### config.mk
export PLATFORM = sky130hd
export DESIGN_NAME = pool_window_buffer
export DESIGN_NICKNAME = d
export VERILOG_FILES = /design/src/rtl/pool_window_buffer.sv
export SDC_FILE = /design/constraint.sdc
export NUM_CORES = 1
export LEC_CHECK = 0
export CAP_MARGIN = 5
export CORE_MARGIN = 2
export CORE_UTILIZATION = 30
export DETAILED_ROUTE_END_ITERATION = 6
export SLEW_MARGIN = 20
export SYNTH_ARGS = -nofsm -noshare
export SYNTH_HDL_FRONTEND = slang
export SYNTH_SLANG_ARGS = --single-unit
export TNS_END_PERCENT = 100
### constraint.sdc
create_clock -name clk -period 8.2 [get_ports clk]
set_clock_uncertainty 0.15 [all_clocks]
set_input_delay 1.64 -clock clk [delete_from_list [all_inputs] [get_ports clk]]
set_output_delay 1.64 -clock clk [all_outputs]
set_load 0.03 [all_outputs]
### src/rtl/pool_window_buffer.sv
// rtl/pool_window_buffer.sv - raster stream to 2x2 stride-2 window assembler for maxpool (optional ReLU: POOL_RELU_EN)
module pool_window_buffer #(
    parameter int DATA_W = 16,
    parameter int IMG_W  = 8,
    parameter int IMG_H  = 8
) (
    input  logic              clk,
    input  logic              rst,
    input  logic              pix_valid,
    input  logic              pix_sof,
    input  logic [DATA_W-1:0] pix_in,
    output logic              win_valid,
    output logic [DATA_W-1:0] win_tl,
    output logic [DATA_W-1:0] win_tr,
    output logic [DATA_W-1:0] win_bl,
    output logic [DATA_W-1:0] win_br,
    output logic              frame_done
);

    localparam int COL_W = ($clog2(IMG_W) < 1) ? 1 : $clog2(IMG_W);
    localparam int ROW_W = ($clog2(IMG_H) < 1) ? 1 : $clog2(IMG_H);

    // Last raster positions, and the bottom-right corner of the last complete window
    // (odd trailing column/row never completes a window).
    localparam logic [COL_W-1:0] COL_LAST     = COL_W'(IMG_W - 1);
    localparam logic [ROW_W-1:0] ROW_LAST     = ROW_W'(IMG_H - 1);
    localparam logic [COL_W-1:0] WIN_COL_LAST = COL_W'((IMG_W / 2) * 2 - 1);
    localparam logic [ROW_W-1:0] WIN_ROW_LAST = ROW_W'((IMG_H / 2) * 2 - 1);

    logic [COL_W-1:0]  col;
    logic [ROW_W-1:0]  row;
    logic [COL_W-1:0]  eff_col;
    logic [ROW_W-1:0]  eff_row;
    logic [COL_W-1:0]  col_left;
    logic [DATA_W-1:0] pix;
    logic [DATA_W-1:0] left_reg;
    logic [DATA_W-1:0] row_buf [IMG_W];

    // Position of the current pixel (sof forces 0,0) and the sample after optional ReLU.
    always_comb begin
        eff_col  = pix_sof ? '0 : col;
        eff_row  = pix_sof ? '0 : row;
        col_left = eff_col - 1'b1;
`ifdef POOL_RELU_EN
        pix = pix_in[DATA_W-1] ? '0 : pix_in;
`else
        pix = pix_in;
`endif
    end

    // Raster counters: advance per accepted pixel, wrapping at row and frame ends.
    always_ff @(posedge clk) begin
        if (rst) begin
            col <= '0;
            row <= '0;
        end else if (pix_valid) begin
            if (eff_col == COL_LAST) begin
                col <= '0;
                row <= (eff_row == ROW_LAST) ? '0 : eff_row + 1'b1;
            end else begin
                col <= eff_col + 1'b1;
                row <= eff_row;
            end
        end
    end

    // Even rows fill the one-row buffer; never cleared since every entry is written before use.
    always_ff @(posedge clk) begin
        if (!rst && pix_valid && !eff_row[0]) begin
            row_buf[eff_col] <= pix;
        end
    end

    // Odd rows: hold the left pixel, then register the full window on the odd column.
    always_ff @(posedge clk) begin
        if (rst) begin
            win_valid  <= 1'b0;
            frame_done <= 1'b0;
            win_tl     <= '0;
            win_tr     <= '0;
            win_bl     <= '0;
            win_br     <= '0;
            left_reg   <= '0;
        end else begin
            win_valid  <= 1'b0;
            frame_done <= 1'b0;
            if (pix_valid && eff_row[0]) begin
                if (!eff_col[0]) begin
                    left_reg <= pix;
                end else begin
                    win_tl     <= row_buf[col_left];
                    win_tr     <= row_buf[eff_col];
                    win_bl     <= left_reg;
                    win_br     <= pix;
                    win_valid  <= 1'b1;
                    frame_done <= (eff_col == WIN_COL_LAST) && (eff_row == WIN_ROW_LAST);
                end
            end
        end
    end

endmodule
==> out/summary.txt, run 1 <==
Vias/cell = 5.07
setup TNS = 0 ns
Final Hold Slack = 0.301 ns
Ys Warns = 0
Clock Pin Slew Worst Setup and Hold Paths = 0.06 ns
RSZ-0062 raised after global routing = no
R2R cell count = 5
GRT Max-Usage Layer = met2
largest net degree at the start of global routing = 81
reg-to-reg startpoint = col[1]
VDD IR-drop max = 0.000121 V
Final Instance Area = 0.0106 mm2
Tcrit/Tclk final = 0.536
CTS sink cnt = 216
top cell type's share of synthesized area = 0.440
DRT iter0 DRCs = 569
Total Power = 2.22 mW
Top-Level Pins = 86
power per cell area = 209 mW/mm2
placed cells = 1161
max cap viols = 0
CTS root buffer = clkbuf_16
Initial Util = 0.304
crit path buf inv count = 2
Final Hold Fails = 0
mapped cell area = 0.00873 mm2
Synth top cells by count = edfxtp_1, nand2_1, dfxtp_1
R2R Setup Slk = 5.26 ns
capture point of the critical path = row_buf[7][6]
Area Growth Syn to Fin = 21.7%
post-synthesis register bit count = 216
die area = 0.0305 mm2
Critical-path top delay cell = clkdlybuf4s50_1
Syn Inst Count = 730
RR Endpoint = win_tl[11]
later-pin clock latency in the skew report = 0.51 ns
routing usage on met3 = 0.0424
minimum clock period = 4.39 ns
drt total wl = 24.6 mm
CTS tree = yes
CTS Buffer Depth = 3
Via Count = 6102
global-route wire length before repair = 37.2 mm
startpoint types = primary input
Setup WS pre-CTS = 3.31 ns
final setup vio count = 0
first drt pass iteration count = 5
status = completed
Largest Register = row_buf
antenna viol nets, final = 0
Routability Congestion = 0.772
CP peak stage delay = 0.83 ns
FMAX = 228 MHz
Antenna diodes = 0
crit path kind = in -> reg
drt wl/cell = 20.5 um
syn_nets = 752
postcts setup bufs = 0
max reg flops = 128
syn_area_per_cell = 12.0 um2
cell taking the most area after synthesis = edfxtp_1
vias in the first global route = 6038
all-layer global routing usage = 0.159
Arrival @ worst endpoint = 4.46 ns
Post-synth EDFFs = 128
post_cts resized = 0
top-count cell post-synth = edfxtp_1
DRC = 0
CTS H-tree depth = 1
Placed Area = 0.00992 mm2
GR Layer Usage met2 = 0.251
initial antenna violation count = 1
crit end category = register
Hold Crit Class = reg -> reg
worst setup margin = 3.81 ns
Max Fanout on Critical Path = 20
M1 GR Usage = 0.219
HPWL after DPL = 15.6 mm
pin slew with the least headroom to its limit = 1.10 ns
Pins Over Slew Limit = 0
Nets = 824
Finished Layout Cells = 1203
# hold bufs at CTS = 0
WP depth = 5
Lkg Pwr = 3.40 nW
core outline area = 0.0287 mm2
fin util = 0.370
# rows = 62
Worst Setup SP = pix_sof
Main synth FF type = edfxtp_1
WP data required = 8.26 ns
DIE WIDTH = 175 um
CTS buffer count = 23
Slew HR = 0.264
worst-path cell chain = clkdlybuf4s50_1, nand2b_1, or3_1, nor2_1, buf_4
Yosys cell types = 67
overall die height = 175 um
CP top delay family = simple AND/OR/NAND/NOR gates
GRT overflow = 0
synth top area cells = edfxtp_1, dfxtp_1, nand2_1
post-synthesis async set-or-reset flop share = 0
sequential area share after synthesis = 0.642
share of cells above drive strength 1 = 0.0904
Port Buffer Count = 85
-- worst register-to-register path, delay by kind of cell (launching register included) --
family          cells  cell delay, ns
compound gates      3            0.84
flops               1            0.71
simple gates        1            0.40
buf+inv             1            0.69
-- placed cells by master, fill, tap and decap left out, types with 5 or more instances in the layout --
cell / count
nor3_1: 5
clkinv_2: 5
a21o_1: 5
buf_4: 16
clkbuf_1: 6
nor2b_1: 18
nor2_1: 20
nand2_1: 117
a211oi_1: 11
dfxtp_1: 87
o31ai_1: 10
a221oi_1: 12
o22a_1: 7
nand3b_1: 13
clkdlybuf4s50_1: 84
o21ai_0: 21
edfxtp_1: 128
nand3_1: 5
a222oi_1: 6
inv_1: 6
mux2i_1: 27
a21oi_1: 81
clkbuf_16: 23
nand2b_1: 13
a22o_1: 12
and2_1: 6
-- worst min path at each step --
stage	start	endpoint	slack [ns]	cells after the start
3_3_place_gp	left_reg[15]	win_bl[15]	0.29	2
6_report	left_reg[12]	win_bl[12]	0.30	2
5_1_grt	win_tr[3]	win_tr[3]	0.32	2
3_5_place_dp	win_tr[12]	win_tr[12]	0.30	2
2_1_floorplan	left_reg[0]	win_bl[0]	0.28	2
4_1_cts	win_tr[3]	win_tr[3]	0.31	2
-- metal layers --
metal	share of wire	wire length (um)
met5	0	0
met3	0.087	2150
met1	0.44	10900
met4	0.019	472
met2	0.45	11100
-- report_power, final --
part	leakage (nW)	total, mW	switching [mW]	internal, mW
clock	0.347	0.967	0.420	0.547
sequential	1.87	1.16	0.00311	1.15
combinational	1.19	0.0969	0.0666	0.0303
total	3.40	2.22	0.490	1.73
-- area by class of cell --
class / instances / area, um2
Multi-Input combinational cell: 450 / 2820
Clock inverter: 10 / 57.6
Clock buffer: 32 / 639
Sequential cell: 216 / 5610
Inverter: 9 / 33.8
Fill cell: 2830 / 18100
Tap cell: 384 / 480
Timing Repair Buffer: 102 / 986
-- kinds of logic (layout without fill, tap and decap cells) --
| kind of cell | count (synthesis) | after routing | share of synthesized area |
|---|---|---|---|
| XOR/XNOR | 1 | 1 | 0.00100 |
| buffers and inverters | 64 | 153 | 0.0407 |
| AND/OR/NAND/NOR | 222 | 222 | 0.124 |
| adder cells (fa/ha/maj) | 2 | 2 | 0.00287 |
| flip-flops | 216 | 216 | 0.642 |
| AO/OA/AOI/OAI | 194 | 194 | 0.148 |
| multiplexers | 31 | 31 | 0.0408 |
Note: power is estimated with default switching activity, not from simulation.
==> inputs of run 2 (changes only) <==
Clock period 8.2 ns to 3.8 ns, I/O delays scaled along.
==> out/summary.txt, run 2 (synthesis results as in run 1) <==
status = finished, violations left
failing checks = design-rule violations
CTS buffer count = 24
capture point of the critical path = row_buf[5][11]
Routability Congestion = 0.782
RR Endpoint = row_buf[5][11]
FMAX = 374 MHz
setup TNS = 0 ns
crit path kind = in -> reg
CTS root buffer = clkbuf_16
max reg flops = 128
R2R cell count = 4
Placed Area = 0.0100 mm2
Finished Layout Cells = 1221
first drt pass iteration count = 7
Max Fanout on Critical Path = 16
Hold Crit Class = reg -> reg
Area Growth Syn to Fin = 24.2%
VDD IR-drop max = 0.000311 V
# hold bufs at CTS = 0
Tcrit/Tclk final = 0.704
Via Count = 6132
Final Hold Slack = 0.303 ns
most common cell after layout, fill and taps aside = edfxtp_1
DIE WIDTH = 175 um
crit end category = register
pin slew with the least headroom to its limit = 0.978 ns
overall die height = 175 um
Pins Over Slew Limit = 0
Lkg Pwr = 3.52 nW
WP data required = 3.85 ns
postcts setup bufs = 0
antenna viol nets, final = 0
minimum clock period = 2.68 ns
RSZ-0062 raised after global routing = no
global-route wire length before repair = 36.9 mm
HPWL after DPL = 16.1 mm
Total Power = 5.04 mW
Vias/cell = 5.02
largest net degree at the start of global routing = 69
Initial Util = 0.304
Final Hold Fails = 0
GRT overflow = 0
reg-to-reg startpoint = col[2]
CTS Buffer Depth = 3
Clock Pin Slew Worst Setup and Hold Paths = 0.06 ns
all-layer global routing usage = 0.157
placed cells = 1177
DRC = 7
CTS H-tree depth = 1
die area = 0.0305 mm2
startpoint types = primary input
later-pin clock latency in the skew report = 0.52 ns
Nets = 841
Worst Setup SP = pix_valid
post_cts resized = 0
power per cell area = 465 mW/mm2
Arrival @ worst endpoint = 2.73 ns
Top-Level Pins = 86
drt total wl = 24.6 mm
Slew HR = 0.347
most frequent cells in the layout = edfxtp_1, nand2_1, dfxtp_1
CTS tree = yes
share of cells above drive strength 1 = 0.115
CTS sink cnt = 216
Antenna diodes = 0
Port Buffer Count = 85
drt wl/cell = 20.2 um
final setup vio count = 0
max cap viols = 0
vias in the first global route = 6161
DRT iter0 DRCs = 460
initial antenna violation count = 0
# rows = 62
R2R Setup Slk = 1.13 ns
Final Instance Area = 0.0108 mm2
core outline area = 0.0287 mm2
Largest Register = row_buf
## run 2: cell count changes in the layout (fill, tap and decap cells not counted), sizes merged
cell,previous run,this run
bufinv,0,3
clkinv,6,12
inv,12,11
buf,18,34
clkbuf,32,25
clkinvlp,1,2
## run 2: layout make-up
type / instances / area (um2)
inverters: 9 / 33.8
fillers: 2789 / 17900
flip-flops and latches: 216 / 5610
clock buffers: 25 / 604
multi-input cells: 450 / 2800
well taps: 384 / 480
repair buffers: 118 / 1120
clock inverters: 19 / 193
## run 2: routing by layer
layer  vias to the layer above  routed length (um)  global-route usage
met4                         0                 642              0.0462
met5                         -                   0                   0
met2                       239               11100               0.252
li1                       2877                   -                   -
met1                      2977               10700               0.211
met3                        39                2150              0.0411
## run 2: power breakdown
part | leakage, nW | switching (mW) | total (mW) | internal, mW
registers | 1.87 | 0.00802 | 2.50 | 2.49
logic | 1.27 | 0.144 | 0.216 | 0.0712
clock network | 0.394 | 0.960 | 2.33 | 1.37
total | 3.52 | 1.11 | 5.04 | 3.93
## run 2: worst min-delay path by stage
stage               depth (start not counted)          to   startpoint
finish                                      2  win_bl[10]   win_bl[10]
global route                                2   win_bl[3]  left_reg[3]
CTS                                         2  win_bl[10]   win_bl[10]
detailed placement                          2   win_bl[5]  left_reg[5]
global placement                            2  win_br[14]   win_br[14]
floorplan                                   2   win_bl[0]  left_reg[0]
## run 2: critical path, stage by stage
cell	delay, ns
clkdlybuf4s50_1	0.84
nand2b_1	0.22
or3_1	0.44
nor3_2	0.19
buf_4	0.28
## run 2: metrics by stage
step / setup WS, ns / utilization
6_report: 1.12 / 0.378
5_1_grt: 1.01 / 0.378
4_1_cts: 1.12 / 0.378
3_5_place_dp: 0.633 / 0.350
3_3_place_gp: 0.633 / 0.350
2_1_floorplan: 0.497 / -
==> inputs of run 3 (changes only) <==
Clock period 3.8 ns to 2.79 ns, I/O delays scaled along.
==> out/summary.txt, run 3 (synthesis results as in run 1) <==
worst-path cell chain = clkdlybuf4s50_1
most frequent cells in the layout = edfxtp_1, nand2_1, dfxtp_1
Critical-path top delay cell = clkdlybuf4s50_1
Switch Pwr = 1.39 mW
power per cell area = 599 mW/mm2
RR Endpoint = win_tr[13]
max reg flops = 128
most common cell after layout, fill and taps aside = edfxtp_1
vias in the first global route = 6071
HPWL after DPL = 16.0 mm
antenna viol nets, final = 0
overall die height = 175 um
Vias/cell = 5.02
postcts setup bufs = 0
WP depth = 1
drt wl/cell = 20.0 um
GRT overflow = 0
die area = 0.0305 mm2
Seq pwr share = 0.525
core outline area = 0.0287 mm2
drt total wl = 24.5 mm
R2R Setup Slk = 0.65 ns
Arrival @ worst endpoint = 1.58 ns
Hold Crit Class = reg -> reg
CTS root buffer = clkbuf_16
Largest Register = row_buf
share of cells above drive strength 1 = 0.114
final setup vio count = 0
capture point of the critical path = win_tl[15]
Clock Pin Slew Worst Setup and Hold Paths = 0.06 ns
Port Buffer Count = 85
startpoint types = register
CTS sink cnt = 216
WP data required = 2.08 ns
Nets = 848
CTS H-tree depth = 1
Via Count = 6162
Placed Area = 0.0101 mm2
Top-Level Pins = 86
# hold bufs at CTS = 0
Final Hold Fails = 0
Routability Congestion = 0.785
crit end category = output port
all-layer global routing usage = 0.159
Tcrit/Tclk final = 0.820
crit path buf inv count = 1
# rows = 62
CP peak stage delay = 0.72 ns
Area Growth Syn to Fin = 24.0%
first drt pass iteration count = 6
post_cts resized = 0
pin slew with the least headroom to its limit = 1.01 ns
Max Fanout on Critical Path = 2
crit path kind = reg -> out
largest net degree at the start of global routing = 89
Final Instance Area = 0.0108 mm2
RSZ-0062 raised after global routing = no
later-pin clock latency in the skew report = 0.50 ns
VDD IR-drop max = 0.000397 V
setup TNS = 0 ns
R2R cell count = 4
global-route wire length before repair = 37.3 mm
CTS buffer count = 23
DRT iter0 DRCs = 620
CTS Buffer Depth = 3
Worst Setup SP = win_tl[15]
status = completed
Lkg Pwr = 3.52 nW
Setup WS pre-CTS = 0.139 ns
reg-to-reg startpoint = col[1]
Slew HR = 0.327
Switching Fraction = 0.214
FMAX = 437 MHz
CTS tree = yes
minimum clock period = 2.29 ns
DIE WIDTH = 175 um
Total Power = 6.48 mW
initial antenna violation count = 1
max cap viols = 0
CP top delay family = buffers and inverters
Initial Util = 0.304
Pins Over Slew Limit = 0
Comb pwr share = 0.046
worst setup margin = 0.503 ns
DRC = 0
clock power share = 0.430
Int Power = 5.10 mW
[run 3: changes by cell type in the layout (fill, tap and decap cells not counted), sizes merged]
| cell | previous run | this run |
|---|---|---|
| buf | 34 | 42 |
| bufinv | 3 | 0 |
| clkbuf | 25 | 34 |
| clkinv | 12 | 6 |
| clkinvlp | 2 | 0 |
| diode | 0 | 1 |
| inv | 11 | 10 |
[run 3: worst register-to-register path, cell delays in order, from the launching register on]
cell	delay [ns]
dfxtp_2	0.64
buf_4	0.35
mux4_1	0.67
nand2_1	0.10
a21oi_1	0.06
[run 3: metal layers]
metal / vias to the layer above / routed length [um] / GRT usage
met2: 187 / 11200 / 0.252
met3: 24 / 1560 / 0.0383
li1: 2890 / - / -
met4: 0 / 297 / 0.0274
met1: 3061 / 11500 / 0.226
met5: - / 0 / 0
[run 3: layout make-up]
class | instances | area (um2)
Fill cell | 2778 | 17900
Sequential cell | 216 | 5610
Multi-Input combinational cell | 450 | 2810
Timing Repair Buffer | 126 | 1200
Clock buffer | 34 | 649
Tap cell | 384 | 480
Clock inverter | 7 | 33.8
Inverter | 9 | 33.8
Antenna cell | 1 | 2.50
[run 3: how the worst min path moves through the flow]
stage,start,endpoint,cells past startpoint
finish,left_reg[4],win_bl[4],2
global placement,win_br[2],win_br[2],2
CTS,left_reg[4],win_bl[4],2
detailed placement,left_reg[4],win_bl[4],2
global route,win_tr[12],win_tr[12],2
floorplan,left_reg[0],win_bl[0],2
[run 3: per-stage QoR]
| step | utilization | cells | hold WS (ns) |
|---|---|---|---|
| detailed placement | 0.353 | 1185 | 0.297 |
| global placement | 0.353 | 1185 | 0.292 |
| floorplan | - | 730 | 0.282 |
| global route | 0.377 | 1226 | 0.326 |
| finish | 0.377 | 1227 | 0.302 |
| CTS | 0.377 | 1226 | 0.306 |
[run 3: power by group through the flow]
| stage | sequential (mW) | clock (mW) | combinational [mW] |
|---|---|---|---|
| 6_report | 3.40 | 2.79 | 0.296 |
| 5_1_grt | 3.40 | 2.98 | 0.319 |
| 4_1_cts | 3.40 | 2.84 | 0.295 |
| 3_5_place_dp | 3.47 | 0 | 0.294 |
| 3_3_place_gp | 3.47 | 0 | 0.295 |
| 2_1_floorplan | 3.47 | 0 | 0.164 |
